**src/rtl/shift_sequencer.sv**
```systemverilog
// ---------------------------------------------------------------------------
// shift_sequencer
//
// Multi-cycle barrel-less shifter for the EX stage. It executes SLL, SRL and
// SRA one bit position per clock. The pipeline stalls on `busy`. When the
// result is ready, `sel`/`done` steer the result multiplexer to `shiftOut`
// for exactly one cycle.
//
// Ports:
//   clk       in   clock, rising edge
//   rst       in   synchronous reset, active low
//   start     in   request pulse, sampled only in IDLE
//   funct     in   6'b000000 SLL, 6'b000010 SRL, 6'b000011 SRA
//   dataIn    in   operand to shift (WIDTH)
//   shamt     in   shift amount 0..WIDTH-1 (SHW)
//   shiftOut  out  result register (WIDTH)
//   sel       out  result mux select, 1 = shift path
//   done      out  one-cycle completion pulse, same timing as sel
//   busy      out  stall request, high in SHIFT and DONE
// ---------------------------------------------------------------------------
module shift_sequencer #(
    parameter int WIDTH = 32,
    parameter int SHW   = 5
) (
    input  logic             clk,
    input  logic             rst,
    input  logic             start,
    input  logic [5:0]       funct,
    input  logic [WIDTH-1:0] dataIn,
    input  logic [SHW-1:0]   shamt,
    output logic [WIDTH-1:0] shiftOut,
    output logic             sel,
    output logic             done,
    output logic             busy
);

    localparam logic [5:0] FUNCT_SLL = 6'b000000;
    localparam logic [5:0] FUNCT_SRL = 6'b000010;
    localparam logic [5:0] FUNCT_SRA = 6'b000011;

    typedef enum logic [1:0] {
        IDLE  = 2'd0,
        SHIFT = 2'd1,
        DONE  = 2'd2
    } state_t;

    typedef enum logic [1:0] {
        OP_SLL = 2'd0,
        OP_SRL = 2'd1,
        OP_SRA = 2'd2
    } op_t;

    state_t           state_q, state_d;
    op_t              op_q, op_d;
    logic [WIDTH-1:0] shift_q, shift_d;
    logic [SHW-1:0]   cnt_q, cnt_d;
    logic             sel_q, sel_d;
    logic             done_q, done_d;
    logic             busy_q, busy_d;

    // Request decode: only the three supported codes are accepted.
    logic op_valid;
    op_t  op_dec;

    always_comb begin
        op_valid = 1'b1;
        op_dec   = OP_SLL;
        unique case (funct)
            FUNCT_SLL: op_dec = OP_SLL;
            FUNCT_SRL: op_dec = OP_SRL;
            FUNCT_SRA: op_dec = OP_SRA;
            default:   op_valid = 1'b0;
        endcase
    end

    // Next-state and datapath logic.
    always_comb begin
        // NOTE: every signal gets a hold default before the case so no path
        // leaves it unassigned; otherwise synthesis would infer a latch.
        state_d = state_q;
        op_d    = op_q;
        shift_d = shift_q;
        cnt_d   = cnt_q;

        unique case (state_q)
            IDLE: begin
                if (start && op_valid) begin
                    shift_d = dataIn;
                    cnt_d   = shamt;
                    op_d    = op_dec;
                    state_d = SHIFT;
                end
            end
            SHIFT: begin
                if (cnt_q != '0) begin
                    unique case (op_q)
                        OP_SRL:  shift_d = {1'b0, shift_q[WIDTH-1:1]};
                        OP_SRA:  shift_d = {shift_q[WIDTH-1], shift_q[WIDTH-1:1]};
                        default: shift_d = {shift_q[WIDTH-2:0], 1'b0};
                    endcase
                    cnt_d = cnt_q - SHW'(1);
                end else begin
                    state_d = DONE;
                end
            end
            DONE: begin
                state_d = IDLE;
            end
            default: begin
                state_d = IDLE;
            end
        endcase

        // Outputs are registered copies of the next-state decode, so they
        // match a Moore decode of state_q with no input-to-output path.
        sel_d  = (state_d == DONE);
        done_d = (state_d == DONE);
        busy_d = (state_d != IDLE);
    end

    // NOTE: sequential state uses non-blocking assignments so every flop
    // samples the pre-edge values regardless of statement order.
    always_ff @(posedge clk) begin
        if (!rst) begin
            state_q <= IDLE;
            op_q    <= OP_SLL;
            shift_q <= '0;
            cnt_q   <= '0;
            sel_q   <= 1'b0;
            done_q  <= 1'b0;
            busy_q  <= 1'b0;
        end else begin
            state_q <= state_d;
            op_q    <= op_d;
            shift_q <= shift_d;
            cnt_q   <= cnt_d;
            sel_q   <= sel_d;
            done_q  <= done_d;
            busy_q  <= busy_d;
        end
    end

    assign shiftOut = shift_q;
    assign sel      = sel_q;
    assign done     = done_q;
    assign busy     = busy_q;

endmodule
```
**config.mk**
```make
export PLATFORM = sky130hd
export DESIGN_NAME = shift_sequencer
export DESIGN_NICKNAME = d
export VERILOG_FILES = /design/src/rtl/shift_sequencer.sv
export SDC_FILE = /design/constraint.sdc
export NUM_CORES = 1
export LEC_CHECK = 0
export CAP_MARGIN = 20
export CORE_MARGIN = 2
export CORE_UTILIZATION = 30
export CTS_CLUSTER_SIZE = 40
export DETAILED_ROUTE_END_ITERATION = 6
export HOLD_SLACK_MARGIN = 0.06
export PLACE_DENSITY = 0.6
export SYNTH_ARGS = -nofsm -noshare
export SYNTH_HDL_FRONTEND = slang
export SYNTH_SLANG_ARGS = --single-unit
```
**constraint.sdc**
```tcl
create_clock -name clk -period 2.3 [get_ports clk]
set_clock_uncertainty 0.05 [all_clocks]
set_input_delay 0.345 -clock clk [delete_from_list [all_inputs] [get_ports clk]]
set_output_delay 0.345 -clock clk [all_outputs]
set_load 0.02 [all_outputs]
```
==> out/qor.txt, run 1 <==
Status -> complete, no violations
Buf/Inv on CP -> 2
Max VDD drop -> 0.224 mV
Antenna violation net count after detailed routing -> 0
Commonest cells after routing, fill and taps aside -> clkdlybuf4s50_1 (80), dfxtp_1 (43), o21ai_0 (31)
Number of synthesized flops with an enable pin -> 0
Ports -> 81
WHS -> 0.443 ns
Met2 global-route usage -> 0.239
FP Rows -> 31
Crit path DAT -> 2.03 ns
Asr flop ratio synth -> 0
Clock sink count -> 43
Synth Area in Simple Gates -> 0.0958
Drt pass-1 iters -> 4
Post-CTS Setup Inserts -> 0
Global route hottest layer -> met2
Longest Clk Path Bufs -> 2
Critical-path top delay cell -> o21ba_2
Met1 usage -> 0.225
Global Route Usage Sum -> 0.159
Critical-path maximum fanout -> 11
# setup viols final -> 0
CTS tree -> built
Final worst-path cycle share -> 0.809
Root buf cell -> clkbuf_8
Gate Count Post-Synth -> 218
Die ar. -> 8190 sq um
Post-synthesis sequential area ratio -> 0.383
Area after DPL -> 3180 sq um
Min-delay src -> cnt_q[1]
Vias per cell -> 5.39
Diode count -> 0
Worst Slack Setup Final -> 0.439 ns
Placed Cells -> 386
Relative slew slack -> 0.764
Clock transition at path regs -> 0.08 ns
Core area -> 7250 sq um
Setup crit start -> op_q[0]
Worst path cell trace -> inv_1 > ha_1 > o21ba_2 > buf_4 > a221o_1 > o21ai_0 > o2bb2ai_2
Die W -> 90.5 um
Vias in the first global route -> 2069
Insertion delay to the later sink of the worst-skew pair -> 0.29 ns
Post-synthesis compound-gate area fraction -> 0.429
Post-Syn Area -> 2250 sq um
Filler cells -> 727
Initial Util -> 0.310
Setup WS pre-CTS -> 0.190 ns
First-pass GRT wire length -> 10.7 mm
Largest family of logic cells by synthesized area -> compound AO/OA/AOI/OAI gates
Slew Limit Fails -> 0
# port buffers -> 80
Grt met3 use -> 0.0417
Leak Pwr -> 1.17 nW
CP top delay family -> compound AO/OA/AOI/OAI gates
Fin Setup TNS -> 0 ns
Routed WL per cell -> 16.6 um
Worst Setup End Kind -> flip-flop
Wirelength, routed -> 6.52 mm
Cell area after layout -> 3250 sq um
DP HPWL -> 4.46 mm
Initial antenna violation count -> 0
Most common cell after layout, fill and taps aside -> clkdlybuf4s50_1
Hold/Removal Path Class -> flip-flop to flip-flop
Share of post-route cells with drive strength above 1 -> 0.147
Primary FF master, synth -> dfxtp_1
Post-Syn Nets -> 268
Startpoint Class -> flip-flop
Synth Area per Inst -> 10.3 sq um
Hold buffers post-CTS -> 0
Nets@finish -> 344
DR iter-0 viols -> 106
Global route overflow -> 0
#FFs+latches synth -> 43
Area growth syn-to-layout -> 44.6%
Crit path kind -> flip-flop to flip-flop
Post-route minimum period -> 1.86 ns
Fmax -> 537 MHz
DRC viols -> 0
GPL Wtd Cong -> 0.728
Reg2reg start -> op_q[0]
CTS Buf Count -> 5
Power per cell area -> 427 nW/um^2
Worst-Margin Slew -> 0.353 ns
H-tree levels -> 2
Critical Path RT -> 2.47 ns
CTS-repair resized insts -> 0
Post-synthesis mux area share -> 0
Crit-path max cell delay -> 0.41 ns
Non-Filler Instances -> 392
Synth warnings -> 0
Total power -> 1.39 mW
Largest net degree at the start of global routing -> 36
Adder-cell area share of the yosys netlist -> 0.0223
Die Y -> 90.5 um
Final hold vios -> 0
Synth Area in XOR/XNOR -> 0
Core Util, Final -> 0.448
Routed vias -> 2112
RSZ-0062 raised after global routing -> false
Max_cap viols -> 0
Unique masters post-synth -> 35
## synth_stat cells (4+ instances only)
master | count | area, sq um
a221o_1 | 30 | 300
clkbuf_1 | 13 | 48.8
inv_1 | 7 | 26.3
ha_1 | 4 | 50.1
dfxtp_1 | 43 | 861
o21ai_0 | 31 | 155
o2bb2ai_2 | 18 | 270
a21oi_1 | 6 | 30.0
buf_4 | 4 | 30.0
nor2_1 | 4 | 15.0
o2bb2ai_1 | 15 | 131
## where the power goes
group          total [mW]  switching, mW  internal (mW)
Combinational       0.185         0.0723          0.112
Clock               0.441          0.238          0.203
Sequential          0.762         0.0103          0.752
## sequential cells by signal, indices dropped and copies added, names as in the netlist
signal    flops
busy          1
cnt_q         5
done          1
op_q          2
shiftOut     32
state_q       2
## layout make-up
class                           instances  area (sq um)  area share
Inverter                                7          26.3     0.00809
Tap cell                               99           124      0.0381
Multi-Input combinational cell        144          1240       0.382
Sequential cell                        43           861       0.265
Clock buffer                            6          72.6      0.0223
Timing Repair Buffer                   93           923       0.284
## per-layer routing
layer,wire length (um),up-vias
li1,-,1027
met1,3220,1018
met2,2930,65
met3,326,2
met4,36,0
met5,0,-
## cells by family after synthesis
| family | after synthesis |
|---|---|
| adders and majority gates | 4 |
| DFF | 43 |
| and+or+nand+nor | 31 |
| AOI/OAI and AO/OA | 109 |
| buffers and inverters | 31 |
## final timing paths
check                              endpoint  cells after the start  slack [ns]
worst max-delay path            shiftOut[9]                      7        0.44
worst min-delay path               cnt_q[1]                      1        0.44
worst max register to register  shiftOut[9]                      7        0.44
worst min register to register     cnt_q[1]                      1        0.44
Note: power is estimated with default switching activity, not from simulation.
==> inputs of run 2 (changes only) <==
--- a/config.mk
+++ b/config.mk
@@ -11,7 +11,7 @@
 export CTS_CLUSTER_SIZE = 40
 export DETAILED_ROUTE_END_ITERATION = 6
 export HOLD_SLACK_MARGIN = 0.06
-export PLACE_DENSITY = 0.6
+export PLACE_DENSITY = 0.63
 export SYNTH_ARGS = -nofsm -noshare
 export SYNTH_HDL_FRONTEND = slang
 export SYNTH_SLANG_ARGS = --single-unit
==> constraint.sdc (replaced) <==
create_clock -name clk -period 1.5 [get_ports clk]
set_clock_uncertainty 0.05 [all_clocks]
set_input_delay 0.225 -clock clk [delete_from_list [all_inputs] [get_ports clk]]
set_output_delay 0.225 -clock clk [all_outputs]
set_load 0.02 [all_outputs]
==> out/qor.txt, run 2 (synthesis gave the netlist of run 1 again) <==
Status -> finished, violations left
Failing checks -> negative setup slack
Routed WL per cell -> 16.1 um
Antenna violation net count after detailed routing -> 0
Vias per cell -> 5.32
Root buf cell -> clkbuf_8
Relative slew slack -> 0.798
Routed vias -> 2241
Global Route Usage Sum -> 0.159
Largest net degree at the start of global routing -> 36
Final hold vios -> 0
Ports -> 81
Clock sink count -> 43
Slew Limit Fails -> 0
H-tree levels -> 2
Diode count -> 0
Setup WS pre-CTS -> -0.405 ns
Core area -> 7250 sq um
Max_cap viols -> 0
First-pass GRT wire length -> 11.0 mm
Hold buffers post-CTS -> 0
CTS Buf Count -> 5
Die W -> 90.5 um
Die Y -> 90.5 um
Share of post-route cells with drive strength above 1 -> 0.307
DRC viols -> 0
Nets@finish -> 371
Worst Hold End -> shiftOut[0]
# port buffers -> 80
Initial antenna violation count -> 0
Critical-path maximum fanout -> 7
Insertion delay to the later sink of the worst-skew pair -> 0.29 ns
R2r worst-path depth -> 8
Hold Path Depth -> 1
Max reg flops -> 32
Leak Pwr -> 1.54 nW
Max VDD drop -> 0.332 mV
R2R Path End -> cnt_q[0]
Wirelength, routed -> 6.77 mm
CTS tree -> built
Longest Clk Path Bufs -> 2
Post-route minimum period -> 1.63 ns
RSZ-0062 raised after global routing -> true
GPL Wtd Cong -> 0.743
Drt pass-1 iters -> 4
DR iter-0 viols -> 96
Startpoint Class -> flip-flop
Commonest cells after routing, fill and taps aside -> clkdlybuf4s50_1 (46), dfxtp_1 (38), dlygate4sd2_1 (34)
Die ar. -> 8190 sq um
Worst Slack Setup Final -> -0.131 ns
Crit path kind -> flip-flop to flip-flop
Reg2reg start -> cnt_q[1]
Worst Setup End Kind -> flip-flop
DP HPWL -> 4.49 mm
Final worst-path cycle share -> 1.09
Total power -> 2.26 mW
Min-delay src -> shiftOut[0]
Fmax -> 613 MHz
Area growth syn-to-layout -> 64.5%
# setup viols final -> 37
Vias in the first global route -> 2200
Crit path DAT -> 1.81 ns
Power per cell area -> 610 nW/um^2
Global route overflow -> 0
FP Rows -> 31
Critical Path RT -> 1.68 ns
Clock transition at path regs -> 0.09 ns
Most common cell after layout, fill and taps aside -> clkdlybuf4s50_1
Worst-Margin Slew -> 0.302 ns
Hold/Removal Path Class -> flip-flop to flip-flop
Initial Util -> 0.310
R2R Setup Slk -> -0.13 ns
-- run 2: changes by cell type in the layout (fill, tap and decap cells not counted), moves of 4 or more --
| cell | before | now |
|---|---|---|
| dfxtp_1 | 43 | 38 |
| buf_6 | 0 | 4 |
| inv_2 | 0 | 4 |
| inv_1 | 7 | 3 |
| dfxtp_2 | 0 | 5 |
| o21ai_1 | 1 | 14 |
| clkdlybuf4s50_1 | 80 | 46 |
| buf_4 | 11 | 27 |
| o21ai_0 | 31 | 15 |
| buf_12 | 2 | 7 |
| dlygate4sd2_1 | 0 | 34 |
-- run 2: final cells by class --
class / count / area, sq um
clock buffers: 5 / 68.8
clock inverters: 3 / 20.0
fillers: 685 / 3560
inverters: 7 / 26.3
multi-input cells: 144 / 1390
flip-flops and latches: 43 / 867
well taps: 99 / 124
repair buffers: 120 / 1200
-- run 2: repair_timing --
item / in CTS / in global routing
setup buffers: 1 / 4
gates resized for setup: 38 / 23
setup endpoints to repair: 73 / 41
pin swaps: 1 / 10
cloned: 0 / 2
-- run 2: worst max path at each step --
stage / start / end / cells after the start
after floorplan: cnt_q[1] / shiftOut[6] / 7
after global placement: funct[3] / shiftOut[31] / 6
after detailed placement: funct[3] / shiftOut[31] / 6
after CTS: cnt_q[1] / shiftOut[25] / 7
after global routing: cnt_q[1] / cnt_q[0] / 8
final: cnt_q[1] / cnt_q[0] / 8
-- run 2: where the power goes --
part           switching (mW)  internal, mW
Clock                   0.422         0.325
Combinational           0.134         0.209
Sequential             0.0132          1.15
-- run 2: critical path: stages, from the launching register on --
cell and delay, ns:
dfxtp_2 0.33, inv_2 0.07, ha_4 0.13, nor4b_4 0.26
nor2_4 0.08, nor3b_4 0.23, buf_6 0.17, clkbuf_16 0.16
o2bb2ai_2 0.09
-- run 2: metrics by stage --
stage                      util  hold slack [ns]  instance area, sq um  TNS [ns]  cells
after floorplan               -            0.343                  2330     -1.35    218
after global placement    0.472            0.436                  3430    -14.47    406
after detailed placement  0.472            0.437                  3430    -15.13    406
after CTS                 0.482            0.448                  3500     -3.45    415
after global routing      0.509            0.473                  3690     -7.22    421
final                     0.509            0.449                  3690     -4.19    421
-- run 2: per-layer routing --
| metal | global-route usage | wire length (um) |
|---|---|---|
| met1 | 0.225 | 3210 |
| met2 | 0.243 | 3160 |
| met3 | 0.0401 | 350 |
| met4 | 0.0385 | 50 |
| met5 | 0 | 0 |
